File: src/rtl/decoder_pkg.sv
// rtl/decoder_pkg.sv - shared state encoding, mode constants and one-hot helper
package decoder_pkg;

  typedef enum logic [1:0] {
    ST_IDLE   = 2'd0,
    ST_DIRECT = 2'd1,
    ST_SCAN   = 2'd2,
    ST_GAP    = 2'd3
  } state_t;

  localparam logic MODE_DIRECT = 1'b0;
  localparam logic MODE_SCAN   = 1'b1;

  // Widest strobe vector the helper can produce (SEL_W up to 8).
  localparam int MAX_OUT_W = 256;

  // One-hot vector with bit idx set; all zero when idx falls outside width.
  function automatic logic [MAX_OUT_W-1:0] onehot(input int unsigned idx, input int unsigned width);
    logic [MAX_OUT_W-1:0] v;
    v = '0;
    if (idx < width && idx < MAX_OUT_W) v = MAX_OUT_W'(1) << idx;
    return v;
  endfunction

endpackage

File: src/rtl/dwell_timer.sv
// rtl/dwell_timer.sv - dwell counter with clear and terminal-count flag
module dwell_timer #(
  parameter int DWELL_W = 8
) (
  input  logic               clk,
  input  logic               rst_n,
  input  logic               clr,
  input  logic               inc,
  input  logic [DWELL_W-1:0] dwell,
  output logic               tc
);

  logic [DWELL_W-1:0] count;

  // Count cycles spent on the current index; clear wins over increment.
  always_ff @(posedge clk or negedge rst_n) begin
    if (!rst_n) begin
      count <= '0;
    end else if (clr) begin
      count <= '0;
    end else if (inc) begin
      count <= count + DWELL_W'(1);
    end
  end

  // Greater-or-equal so that lowering dwell below the running count ends
  // the current dwell at once instead of waiting for the counter to roll over.
  assign tc = (count >= dwell);

endmodule

File: src/rtl/decoder_scan_nto2n.sv
// rtl/decoder_scan_nto2n.sv - N-to-2^N strobe decoder with DIRECT and SCAN modes
module decoder_scan_nto2n
  import decoder_pkg::*;
#(
  parameter int SEL_W      = 3,
  parameter int DWELL_W    = 8,
  parameter int ACTIVE_LOW = 0,
  parameter int BLANK      = 0
) (
  input  logic                  clk,
  input  logic                  rst_n,
  input  logic                  en,
  input  logic                  mode,
  input  logic                  sel_valid,
  input  logic [SEL_W-1:0]      sel,
  output logic                  sel_ready,
  input  logic [SEL_W-1:0]      scan_limit,
  input  logic [DWELL_W-1:0]    dwell,
  output logic [2**SEL_W-1:0]   d_out,
  output logic [SEL_W-1:0]      d_idx,
  output logic                  active,
  output logic                  wrap
);

  localparam int OUT_W = 2**SEL_W;
  localparam logic [OUT_W-1:0] INACTIVE = (ACTIVE_LOW != 0) ? '1 : '0;

  state_t           state, state_nxt;
  logic             tc;
  logic             cnt_clr, cnt_inc;
  logic             keep, accept;
  logic [SEL_W-1:0] adv_idx, pend_idx;
  logic             adv_wrap, pend_wrap;
  logic [OUT_W-1:0] d_out_nxt;
  logic [SEL_W-1:0] d_idx_nxt;
  logic             active_nxt, wrap_nxt;

  // Polarity is folded in here so the flop holds the final pin value.
  function automatic logic [OUT_W-1:0] strobe(input logic [SEL_W-1:0] i);
    return OUT_W'(onehot(32'(i), OUT_W)) ^ INACTIVE;
  endfunction

  dwell_timer #(.DWELL_W(DWELL_W)) u_timer (
    .clk   (clk),
    .rst_n (rst_n),
    .clr   (cnt_clr),
    .inc   (cnt_inc),
    .dwell (dwell),
    .tc    (tc)
  );

  assign sel_ready = (state == ST_DIRECT) && en;
  assign accept    = sel_valid && sel_ready;
  // Stay in the current mode only while enabled and mode still matches it.
  assign keep      = en && ((state == ST_DIRECT) ? (mode == MODE_DIRECT) : (mode == MODE_SCAN));
  assign adv_wrap  = (d_idx >= scan_limit);
  assign adv_idx   = adv_wrap ? '0 : d_idx + SEL_W'(1);

  // State register.
  always_ff @(posedge clk or negedge rst_n) begin
    if (!rst_n) state <= ST_IDLE;
    else        state <= state_nxt;
  end

  // Next-state decision; any departure from a running mode goes via IDLE.
  always_comb begin
    state_nxt = state;
    case (state)
      ST_IDLE:   if (en) state_nxt = (mode == MODE_SCAN) ? ST_SCAN : ST_DIRECT;
      ST_DIRECT: if (!keep) state_nxt = ST_IDLE;
      ST_SCAN: begin
        if (!keep)                    state_nxt = ST_IDLE;
        else if (tc && (BLANK != 0))  state_nxt = ST_GAP;
      end
      ST_GAP:    state_nxt = keep ? ST_SCAN : ST_IDLE;
      default:   state_nxt = ST_IDLE;
    endcase
  end

  // Next output values and counter control; default is a blank cycle.
  always_comb begin
    d_out_nxt  = INACTIVE;
    d_idx_nxt  = d_idx;
    active_nxt = 1'b0;
    wrap_nxt   = 1'b0;
    cnt_clr    = 1'b1;
    cnt_inc    = 1'b0;
    case (state)
      ST_IDLE: begin
        if (en && mode == MODE_SCAN) begin
          d_idx_nxt  = '0;
          d_out_nxt  = strobe('0);
          active_nxt = 1'b1;
        end
      end
      ST_DIRECT: begin
        if (keep) begin
          if (accept) begin
            d_idx_nxt  = sel;
            d_out_nxt  = strobe(sel);
            active_nxt = 1'b1;
          end else begin
            d_out_nxt  = d_out;
            active_nxt = active;
          end
        end
      end
      ST_SCAN: begin
        if (keep) begin
          if (!tc) begin
            cnt_clr    = 1'b0;
            cnt_inc    = 1'b1;
            d_out_nxt  = strobe(d_idx);
            active_nxt = 1'b1;
          end else if (BLANK == 0) begin
            d_idx_nxt  = adv_idx;
            d_out_nxt  = strobe(adv_idx);
            active_nxt = 1'b1;
            wrap_nxt   = adv_wrap;
          end
        end
      end
      ST_GAP: begin
        if (keep) begin
          d_idx_nxt  = pend_idx;
          d_out_nxt  = strobe(pend_idx);
          active_nxt = 1'b1;
          wrap_nxt   = pend_wrap;
        end
      end
      default: ;
    endcase
  end

  // Output registers, plus the advance held over a blanking gap.
  always_ff @(posedge clk or negedge rst_n) begin
    if (!rst_n) begin
      d_out     <= INACTIVE;
      d_idx     <= '0;
      active    <= 1'b0;
      wrap      <= 1'b0;
      pend_idx  <= '0;
      pend_wrap <= 1'b0;
    end else begin
      d_out  <= d_out_nxt;
      d_idx  <= d_idx_nxt;
      active <= active_nxt;
      wrap   <= wrap_nxt;
      if (state == ST_SCAN && tc) begin
        pend_idx  <= adv_idx;
        pend_wrap <= adv_wrap;
      end
    end
  end

endmodule

File: config.mk
export PLATFORM = sky130hd
export DESIGN_NAME = decoder_scan_nto2n
export DESIGN_NICKNAME = d
export VERILOG_FILES = /design/src/rtl/decoder_pkg.sv /design/src/rtl/dwell_timer.sv /design/src/rtl/decoder_scan_nto2n.sv
export SDC_FILE = /design/constraint.sdc
export NUM_CORES = 1
export LEC_CHECK = 0
export BUFFER_PORTS_ARGS = -buffer_cell sky130_fd_sc_hd__buf_2
export CAP_MARGIN = 20
export CORE_MARGIN = 2
export CORE_UTILIZATION = 60
export CTS_BUF_LIST = sky130_fd_sc_hd__clkbuf_8
export DETAILED_ROUTE_END_ITERATION = 7
export PLACE_DENSITY = 0.84
export REMOVE_ABC_BUFFERS = 1
export SYNTH_ARGS = -nofsm -noshare
export SYNTH_HDL_FRONTEND = slang
export SYNTH_HIERARCHICAL = 1
export SYNTH_SLANG_ARGS = --single-unit
File: constraint.sdc
create_clock -name clk -period 5.01 [get_ports clk]
set_clock_uncertainty 0.1 [all_clocks]
set_input_delay 1.503 -clock clk [delete_from_list [all_inputs] [get_ports clk]]
set_output_delay 1.503 -clock clk [all_outputs]
set_load 0.05 [all_outputs]
==> impl_results.html <==
<table>
<tr><th>Metric</th><th>Value</th></tr>
<tr><th colspan="2">STA</th></tr>
<tr><td>Max Transition Viols Final</td><td>0</td></tr>
<tr><td>RSZ-0062 raised after global routing</td><td>false</td></tr>
<tr><td>Final worst-path cycle share</td><td>83.4%</td></tr>
<tr><td>Hold Violations, Final</td><td>0</td></tr>
<tr><td>Final count of negative-setup-slack endpoints</td><td>0</td></tr>
<tr><td>Max Clk Rate</td><td>0.239 GHz</td></tr>
<tr><td>Worst hold slack</td><td>0.431 ns</td></tr>
<tr><td>Total Neg Setup Slack</td><td>0 ns</td></tr>
<tr><td>Worst Max-Slew Pin Slew</td><td>0.605 ns</td></tr>
<tr><td>Minimum clock period after layout</td><td>4.18 ns</td></tr>
<tr><td>Relative slew margins</td><td>59.7%</td></tr>
<tr><th colspan="2">Yosys</th></tr>
<tr><td>Fraction of the mapped netlist area in adder cells</td><td>11.3%</td></tr>
<tr><td>Gate count after technology mapping</td><td>219</td></tr>
<tr><td>Flip-flop and latch count after synthesis</td><td>27</td></tr>
<tr><td>Post-synth cell types</td><td>50</td></tr>
<tr><td>Largest area contributor in the synthesized netlist</td><td>sky130_fd_sc_hd__dfrtp_1</td></tr>
<tr><td>XOR/XNOR Fraction of Synth Area</td><td>3.45%</td></tr>
<tr><td>Ys async rst share</td><td>100%</td></tr>
<tr><td>EDFF count, synth</td><td>0</td></tr>
<tr><td>Most area-consuming cells after synthesis</td><td>sky130_fd_sc_hd__dfrtp_1 (34%), sky130_fd_sc_hd__ha_1 (11%), sky130_fd_sc_hd__nand2_1 (4.9%)</td></tr>
<tr><td>Synthesized area per cell</td><td>9.12 um^2</td></tr>
<tr><td>Mux contribution to synthesized area</td><td>0.501%</td></tr>
<tr><td>Simple-Gate Fraction of Synth Area</td><td>19.4%</td></tr>
<tr><td>Warnings, synthesis</td><td>6</td></tr>
<tr><td>Complex-gate fraction of the synthesized area</td><td>26.1%</td></tr>
<tr><td>Sequential area share after synthesis</td><td>33.8%</td></tr>
<tr><td>Main combinational cell family by area after synthesis</td><td>compound AO/OA/AOI/OAI gates</td></tr>
<tr><td>Cell area after technology mapping</td><td>2000 um^2</td></tr>
<tr><td>Area share of the largest cell type after synthesis</td><td>33.8%</td></tr>
<tr><td>Most used flip-flop cell after synthesis</td><td>sky130_fd_sc_hd__dfrtp_1</td></tr>
<tr><th colspan="2">Pwr</th></tr>
<tr><td>Internal Pwr Total</td><td>440 uW</td></tr>
<tr><td>Register share of total power</td><td>33.4%</td></tr>
<tr><td>Total power after layout</td><td>816 uW</td></tr>
<tr><td>Net Sw Frac</td><td>46.1%</td></tr>
<tr><td>Part of the power in combinational logic</td><td>50.6%</td></tr>
<tr><td>Total leakage power</td><td>0.00106 uW</td></tr>
<tr><td>Net Switching</td><td>376 uW</td></tr>
<tr><td>Max rail drop VDD</td><td>0.247 mV</td></tr>
<tr><td>Proportion of power drawn by the clock network</td><td>16.0%</td></tr>
<tr><td>Power density normalized to cell area</td><td>368 nW/um^2</td></tr>
<tr><th colspan="2">Routing</th></tr>
<tr><td>Final routed wirelength across all metal layers</td><td>4540 um</td></tr>
<tr><td>Via-per-instance ratio</td><td>5.95</td></tr>
<tr><td>Detailed-routing iteration count for the pre-antenna-repair pass</td><td>4</td></tr>
<tr><td>Routed length per instance</td><td>15.6 um</td></tr>
<tr><td>Residual antenna-violating net count after detailed routing</td><td>0</td></tr>
<tr><td>DRT iter0 DRCs</td><td>87</td></tr>
<tr><td>Detailed-route via count</td><td>1738</td></tr>
<tr><td>DRC violation count after routing</td><td>0</td></tr>
<tr><th colspan="2">Global route</th></tr>
<tr><td>Initial antenna violation count</td><td>0</td></tr>
<tr><td>Number of global-route vias before repair</td><td>1723</td></tr>
<tr><td>Total GRT Usage</td><td>27.1%</td></tr>
<tr><td>Largest net degree at the start of global routing</td><td>28</td></tr>
<tr><td>Total congestion overflow after global routing</td><td>0</td></tr>
<tr><td>First-pass GRT wire length</td><td>7620 um</td></tr>
<tr><th colspan="2">Floorplan</th></tr>
<tr><td># IOs</td><td>33</td></tr>
<tr><td>Initial Util</td><td>64.4%</td></tr>
<tr><td>Num rows</td><td>20</td></tr>
<tr><td>Area of the core region</td><td>3100 um^2</td></tr>
<tr><td>Y dimension of the die</td><td>61.7 um</td></tr>
<tr><td>Overall die area</td><td>3810 um^2</td></tr>
<tr><td>Die W</td><td>61.7 um</td></tr>
<tr><th colspan="2">Layout</th></tr>
<tr><td>Layout overhead on the synthesized area</td><td>10.8%</td></tr>
<tr><td>Most frequent standard cell in the layout excluding fill and tap cells</td><td>sky130_fd_sc_hd__buf_2</td></tr>
<tr><td>Combined area of the multi-input logic cells</td><td>1210 um^2</td></tr>
<tr><td>Net total in the final layout</td><td>286</td></tr>
<tr><td>Proportion of layout cells with a drive suffix above 1</td><td>18.1%</td></tr>
<tr><td>Reg area</td><td>676 um^2</td></tr>
<tr><td>Commonest non-fill, non-tap cells in the layout</td><td>sky130_fd_sc_hd__buf_2 (32), sky130_fd_sc_hd__dfrtp_1 (27), sky130_fd_sc_hd__nand2_1 (26)</td></tr>
<tr><td>Antenna fix cells</td><td>0</td></tr>
<tr><td>Filler cell count in the final layout</td><td>249</td></tr>
<tr><th colspan="2">Outcome</th></tr>
<tr><td>Status</td><td>finished, final reports clean</td></tr>
<tr><th colspan="2">Critical path</th></tr>
<tr><td>Data required time of the critical path</td><td>5.12 ns</td></tr>
<tr><td>Crit start category</td><td>input pin</td></tr>
<tr><td>CP Class</td><td>in2reg</td></tr>
<tr><td>Critical-path maximum fanout</td><td>13</td></tr>
<tr><td>Kind of capture point of the worst setup path</td><td>register</td></tr>
<tr><td>Worst reg-to-reg setup slack</td><td>1.64 ns</td></tr>
<tr><td>Data arrival time of the worst path</td><td>4.29 ns</td></tr>
<tr><td>Number of cell instances on the worst register-to-register path</td><td>12</td></tr>
<tr><th colspan="2">Hold path</th></tr>
<tr><td>Class of the tightest hold or removal check</td><td>reg2reg</td></tr>
<tr><td>Number of cells traversed by the worst hold path</td><td>2</td></tr>
<tr><th colspan="2">Clocking</th></tr>
<tr><td>Resized cells post-CTS</td><td>0</td></tr>
<tr><td>Clock tree from TritonCTS</td><td>built</td></tr>
<tr><td>TritonCTS sink count</td><td>27</td></tr>
<tr><td>Cts bufs inserted</td><td>3</td></tr>
<tr><td>Clock edge transition at the registers on the reported setup and hold paths</td><td>0.10 ns</td></tr>
<tr><td>Number of buffers inserted by post-CTS setup repair</td><td>0</td></tr>
<tr><td>Worst skew pair latency</td><td>0.28 ns</td></tr>
<tr><td>Root cell of the clock tree</td><td>sky130_fd_sc_hd__clkbuf_8</td></tr>
<tr><td>Maximum clock path buffer count</td><td>2</td></tr>
<tr><td>CTS H-tree depth</td><td>1</td></tr>
<tr><td>Post-cts hold buffer count</td><td>0</td></tr>
<tr><th colspan="2">Place</th></tr>
<tr><td>Placer's final routability congestion estimate</td><td>0.826</td></tr>
<tr><td># port buffers</td><td>32</td></tr>
<tr><td>Sum of net half-perimeters after detailed placement</td><td>3450 um</td></tr>
<tr><th colspan="2">Flow run</th></tr>
<tr><td>Number of max-cap violations</td><td>0</td></tr>
</table>
## metal layers
layer	wire [um]	vias up	GRT usage, %
li1	-	867	-
met1	2020	814	33.2
met2	2260	45	47.4
met3	160	12	5.18
met4	104	0	9.73
met5	0	-	0
## power by group through the flow
| stage | clock (uW) | combinational (uW) | sequential [uW] |
|---|---|---|---|
| 6_report | 131 | 412 | 273 |
| 5_1_grt | 146 | 460 | 276 |
| 4_1_cts | 133 | 413 | 272 |
| 3_5_place_dp | 0 | 410 | 276 |
| 3_3_place_gp | 0 | 398 | 276 |
| 2_1_floorplan | 0 | 275 | 307 |
## logic make-up (layout without fill, tap and decap cells)
family,count (synthesis),count (layout)
mux,1,1
flops,27,27
simple gates,71,71
xor+xnor,7,7
buf+inv,23,52
compound gates,72,72
fa+ha+maj,18,18
## cells in the mapped netlist, drive strengths merged (3+ instances only)
| cell | number |
|---|---|
| o31ai | 11 |
| a21oi | 9 |
| nor3 | 3 |
| nand2 | 27 |
| a22o | 4 |
| nor2 | 9 |
| nand3b | 5 |
| a31oi | 4 |
| o211ai | 4 |
| a22oi | 9 |
| nor2b | 3 |
| buf | 5 |
| nand2b | 10 |
| o22ai | 6 |
| inv | 16 |
| dfrtp | 27 |
| o21ai | 12 |
| xor2 | 6 |
| ha | 18 |
| or3 | 3 |
## final timing paths
kind	startpoint	endpoint
min in group asynchronous	rst_n	state[0]
max in group asynchronous	rst_n	d_out[1]
max	dwell[0]	u_timer/count[7]
max reg2reg	u_timer/count[0]	u_timer/count[7]
min reg2reg	pend_idx[2]	pend_idx[2]
min	pend_idx[2]	pend_idx[2]
## layout make-up
cell class                 count  area share, %
clock buffer                   3           1.87
clock inverter                 1          0.339
inverter                      16           2.71
multi-input combinational    169           54.8
sequential                    27           30.5
tap                           44           2.49
timing repair buffer          32           7.24
## sequential cells by signal (all words and copies together) (netlist names)
signal	flops
d_out	8
pend_idx	3
d_idx	3
state	2
u_timer/count	8
wrap	1
active	1
pend_wrap	1
## critical path, stage by stage
cell and delay, ns:
sky130_fd_sc_hd__buf_2 0.10, sky130_fd_sc_hd__ha_1 0.27, sky130_fd_sc_hd__nand2b_1 0.13, sky130_fd_sc_hd__a211oi_1 0.22, sky130_fd_sc_hd__o21ai_1 0.13, sky130_fd_sc_hd__a41o_1 0.39
sky130_fd_sc_hd__nand2b_1 0.21, sky130_fd_sc_hd__or2_2 0.39, sky130_fd_sc_hd__inv_1 0.25, sky130_fd_sc_hd__o2111ai_4 0.17, sky130_fd_sc_hd__or3_1 0.37, sky130_fd_sc_hd__a21oi_1 0.14
## stage by stage
stage	instance area (um^2)	worst slack, ns	instances	util [%]
6_report	2210	0.833	292	71.3
2_1_floorplan	1950	0.919	212	-
3_5_place_dp	2160	0.562	288	69.8
4_1_cts	2210	0.849	292	71.3
5_1_grt	2210	0.677	292	71.3
3_3_place_gp	2160	0.659	288	69.8
(Power assumes the default switching activity.)
